<file path="src/rtl/mul_ctrl.sv">
// Execute-stage sequencer for RV32M MUL/MULH/MULHSU/MULHU driving an external multiplier.
// Latency: cache hit 1 cycle after accept; miss = issue + wait-for-ready + 1 result cycle.
// Backpressure: stall holds the pipeline from accept until the DONE cycle; flush aborts.
module mul_ctrl #(
    parameter bit CACHE_EN = 1'b1
) (
    input  logic        clk,
    input  logic        nrst,
    input  logic        req_valid,
    input  logic [2:0]  req_funct3,
    input  logic [31:0] req_rs1,
    input  logic [31:0] req_rs2,
    input  logic        flush,
    output logic        stall,
    output logic        resp_valid,
    output logic [31:0] resp_data,
    output logic        mult_en,
    output logic [31:0] mult_a,
    output logic [31:0] mult_b,
    output logic        mult_is_signed_a,
    output logic        mult_is_signed_b,
    input  logic [63:0] mult_out,
    input  logic        mult_ready
);

    typedef enum logic [2:0] {IDLE, ISSUE, WAIT, DONE, DRAIN} state_t;

    state_t      state_q, state_d;
    logic        first_q;        // first cycle in WAIT/DRAIN: multiplier ready is stale
    logic [2:0]  f3_q;           // funct3 of the instruction being answered
    logic [63:0] result_q;
    logic [31:0] tag_a_q, tag_b_q;
    logic        tag_sa_q, tag_sb_q;
    logic        cache_valid_q;
    logic [31:0] resp_q;

    logic        req_sa, req_sb, accept, hit, capture, drain_done;
    logic [31:0] result_sel;

    // MUL/MULH are signed x signed, MULHSU signed x unsigned, MULHU unsigned x unsigned.
    assign req_sa = (req_funct3[1:0] != 2'b11);
    assign req_sb = ~req_funct3[1];
    // funct3[2]=1 are divide ops, which belong to another unit.
    assign accept = req_valid & ~flush & ~req_funct3[2];
    // The low product half does not depend on signedness, so MUL matches any cached signedness.
    assign hit = CACHE_EN && cache_valid_q &&
                 (req_rs1 == tag_a_q) && (req_rs2 == tag_b_q) &&
                 ((req_funct3[1:0] == 2'b00) ||
                  ((req_sa == tag_sa_q) && (req_sb == tag_sb_q)));
    assign result_sel = (f3_q[1:0] == 2'b00) ? result_q[31:0] : result_q[63:32];
    assign resp_data  = resp_valid ? result_sel : resp_q;

    // Next-state and handshake outputs.
    always_comb begin
        state_d    = state_q;
        stall      = 1'b0;
        resp_valid = 1'b0;
        mult_en    = 1'b0;
        capture    = 1'b0;
        drain_done = 1'b0;
        case (state_q)
            IDLE: begin
                if (accept) begin
                    stall   = 1'b1;
                    state_d = hit ? DONE : ISSUE;
                end
            end
            ISSUE: begin
                stall = 1'b1;
                if (flush) begin
                    state_d = IDLE;
                end else begin
                    mult_en = 1'b1;
                    state_d = WAIT;
                end
            end
            WAIT: begin
                stall = 1'b1;
                if (flush) begin
                    state_d = DRAIN;
                end else if (!first_q && mult_ready) begin
                    capture = 1'b1;
                    state_d = DONE;
                end
            end
            DONE: begin
                resp_valid = ~flush;
                state_d    = IDLE;
            end
            DRAIN: begin
                stall = req_valid;
                if (!first_q && mult_ready) begin
                    drain_done = 1'b1;
                    state_d    = IDLE;
                end
            end
            default: state_d = IDLE;
        endcase
    end

    // State, operand, result and cache registers.
    always_ff @(posedge clk) begin
        if (!nrst) begin
            state_q          <= IDLE;
            first_q          <= 1'b0;
            f3_q             <= 3'b000;
            result_q         <= '0;
            tag_a_q          <= '0;
            tag_b_q          <= '0;
            tag_sa_q         <= 1'b0;
            tag_sb_q         <= 1'b0;
            cache_valid_q    <= 1'b0;
            resp_q           <= '0;
            mult_a           <= '0;
            mult_b           <= '0;
            mult_is_signed_a <= 1'b0;
            mult_is_signed_b <= 1'b0;
        end else begin
            state_q <= state_d;
            first_q <= (state_d != state_q);
            if (state_q == IDLE && accept) begin
                f3_q <= req_funct3;
                if (!hit) begin
                    mult_a           <= req_rs1;
                    mult_b           <= req_rs2;
                    mult_is_signed_a <= req_sa;
                    mult_is_signed_b <= req_sb;
                end
            end
            if (capture) begin
                result_q      <= mult_out;
                tag_a_q       <= mult_a;
                tag_b_q       <= mult_b;
                tag_sa_q      <= mult_is_signed_a;
                tag_sb_q      <= mult_is_signed_b;
                cache_valid_q <= 1'b1;
            end
            if (drain_done) begin
                cache_valid_q <= 1'b0;
            end
            if (resp_valid) begin
                resp_q <= result_sel;
            end
        end
    end

endmodule

</file>
<file path="config.mk">
export PLATFORM = sky130hd
export DESIGN_NAME = mul_ctrl
export DESIGN_NICKNAME = d
export VERILOG_FILES = /design/src/rtl/mul_ctrl.sv
export SDC_FILE = /design/constraint.sdc
export NUM_CORES = 1
export LEC_CHECK = 0
export CAP_MARGIN = 0
export CORE_ASPECT_RATIO = 0.8
export CORE_MARGIN = 2
export CORE_UTILIZATION = 55
export CTS_BUF_LIST = sky130_fd_sc_hd__clkbuf_4 sky130_fd_sc_hd__clkbuf_8
export DETAILED_ROUTE_END_ITERATION = 8
export PLACE_DENSITY_LB_ADDON = 0.1
export REMOVE_ABC_BUFFERS = 1
export SLEW_MARGIN = 20
export SYNTH_ARGS = -nofsm -noshare
export SYNTH_HDL_FRONTEND = slang
export SYNTH_SLANG_ARGS = --single-unit
</file>
<file path="constraint.sdc">
create_clock -name clk -period 3.9 [get_ports clk]
set_input_delay 0.585 -clock clk [delete_from_list [all_inputs] [get_ports clk]]
set_output_delay 0.585 -clock clk [all_outputs]
set_load 0.03 [all_outputs]
</file>
==> run metrics <==
Detail Placement HPWL=18.9 mm; FFs w/ async S/R, synth=0%; die area=0.0214 sq mm; post-layout util=72.7%; Tot Pwr=5410 uW; CTS clk-pin slew, worst paths=0.06 ns; ys flop type=dfxtp_1; htree depth=2; routed vias=10247; Post-DRT Antenna Nets=0; Setup-failing EPs final=0; largest family of logic cells by synthesized area=simple AND/OR/NAND/NOR gates; die extent in x=163 microns; share of cells above drive strength 1=6.41%; io pins=237; Root Buffer=clkbuf_8; Hold Vio Cnt, Final=0; antenna cells=0; DR vias/cell=5.62; Layout Nets=1668; Max Fclk=288 MHz; Synth Cell Area=0.0111 sq mm; Worst Hold Class=reg -> reg; final worst-path cycle share=89.0%; Pre-Repair DR Iteration Count=5; First DRT Iteration DRCs=748; first-pass GRT wire length=47.1 mm; crit-path max FO=65; later-pin clock latency in the skew report=0.52 ns; total track usage=26.5%; Critical Path End Type=output pin; WP data arrival=2.89 ns; mux contribution to synthesized area=2.96%; Slew Viols, Final=0; Initial Util=56.1%; pin count of the biggest net entering global routing=166; CP startpoint kind=primary input; Post-Synthesis Cells=1360; residual DRC count=0; GP Congestion=0.780; FF+latch count, synth=235; DRT Wirelength=29.7 mm; worst vdd ir=384 uV; highest-count cells in the layout ignoring fill and taps=nand2_1, dfxtp_1, clkdlybuf4s50_1; Clock Sink Count=235; critical path buffer and inverter count=3; Mean Syn Cell Area=8.20 sq um; relative slew slack=40.3%; CP cell instances=clkdlybuf4s50_1, nor2_1, and3_2, buf_12, nor2_1, a21oi_1, clkdlybuf4s50_1; core area=0.0199 sq mm; compound-cell area share of the yosys netlist=20.8%; CTS tree=built; grt ovf=0; hold_buf cts=0; Num CTS Buffers=39; design area=0.0144 sq mm; CP required=3.31 ns; vias in the first global route=9389; fill count=1590; worst-case clock skew=0.0134 ns; DR WL/cell=16.3 microns; max_cap viols=0; Final Critical Period=3.47 ns; Largest stage delay, worst path=0.71 ns; sequential element share of the synthesized area=42.2%; post-CTS setup repair buffer count=0; Slew @ Worst Pin=0.896 ns; outcome=completed; FF-to-FF setup slack=1.37 ns; Slowest-stage cell, CP=clkdlybuf4s50_1; Synthesis Warnings=0; Post-CTS Resized=0; I/O Buffers=236; xor and xnor area share after synthesis=3.69%; Crit Path Category=in -> out; FP Rows=46; initial antenna violation count=1; top cell family by delay on the critical path=buffers and inverters; commonest non-fill, non-tap cell in the layout=nand2_1; Adder-Cell Fraction of Synth Area=0%; Cell Area, Placed=0.0136 sq mm; CTS Buffer Depth=3; Static Leakage=0.00488 uW; die span in y=131 microns; PwrDens=375 mW/mm^2; area grow syn2layout=29.5%; Yosys cell types=39; RSZ-0062 raised after global routing=false; Simple-Gate Fraction of Synth Area=24.9%; Post-synth EDFFs=0
## final timing paths
check,from,end,cells after the start
worst max register to register,tag_b_q[21]$_SDFFE_PN0P_,mult_b[24]$_SDFFE_PN0P_,7
worst max-delay path,flush,resp_data[24],7
worst min register to register,result_q[59]$_SDFFE_PN0P_,result_q[59]$_SDFFE_PN0P_,2
worst min-delay path,result_q[59]$_SDFFE_PN0P_,result_q[59]$_SDFFE_PN0P_,2
## worst register-to-register path, stage by stage, from the launching register on
cell	delay, ns
dfxtp_1	0.31
nor2b_1	0.12
a2111oi_0	0.62
o2111ai_1	0.35
nor3_4	0.34
buf_12	0.36
o21a_1	0.20
o211ai_1	0.10
## power by group
part           internal [uW]  switching [uW]  total (uW)
logic                    299             285         584
clock network           1360             974        2330
registers               2450            49.0        2500
## synth_stat cells (all sizes together), types with 8 or more instances
cell,number,area (sq um)
o211ai,65,488
nor2b,19,119
o21a,65,488
nor2,37,139
a21boi,134,1010
mux2i,33,330
xnor2,34,298
nand2,273,1020
clkbuf,75,282
nand2b,10,62.6
and2,34,213
dfxtp,235,4700
a21oi,32,160
nand3,131,656
xor2,13,114
inv,8,30.0
nand4,74,463
buf,51,284
## layer usage
metal	GRT usage [%]	wire [microns]
met5	0	0
met4	8.21	608
met3	7.13	2350
met2	40.4	13100
met1	36.6	13700
## layout make-up
| cell class | instances | area [sq um] | share of cell area [%] |
|---|---|---|---|
| clock buffer | 65 | 801 | 5.55 |
| clock inverter | 4 | 45.0 | 0.312 |
| inverter | 8 | 30.0 | 0.208 |
| multi-input combinational | 991 | 5880 | 40.7 |
| sequential | 235 | 4700 | 32.6 |
| tap | 264 | 330 | 2.29 |
| timing repair buffer | 257 | 2650 | 18.4 |
## cells by family (layout without fill, tap and decap cells)
family,Yosys count,in the layout
compound gates,318,318
xor+xnor,47,47
buf+inv,134,334
flops,235,235
simple gates,593,593
mux,33,33
## flip-flops by register name (all words and copies together) (netlist names)
signal and flops:
cache_valid_q 1, f3_q 2, first_q 1, mult_a 32, mult_b 32, mult_is_signed_a 1
mult_is_signed_b 1, resp_q 32, result_q 64, state_q 3, tag_a_q 32, tag_b_q 32
tag_sa_q 1, tag_sb_q 1
## through the flow
stage	hold WS (ns)	setup TNS (ns)	instances	setup slack (ns)
floorplan	0.443	-117.07	1234	-1.75
global placement	0.449	0	1755	0.572
detailed placement	0.456	0	1755	0.473
CTS	0.463	0	1824	0.457
global route	0.482	0	1824	0.307
finish	0.461	0	1824	0.428
Note: power is estimated with default switching activity, not from simulation.
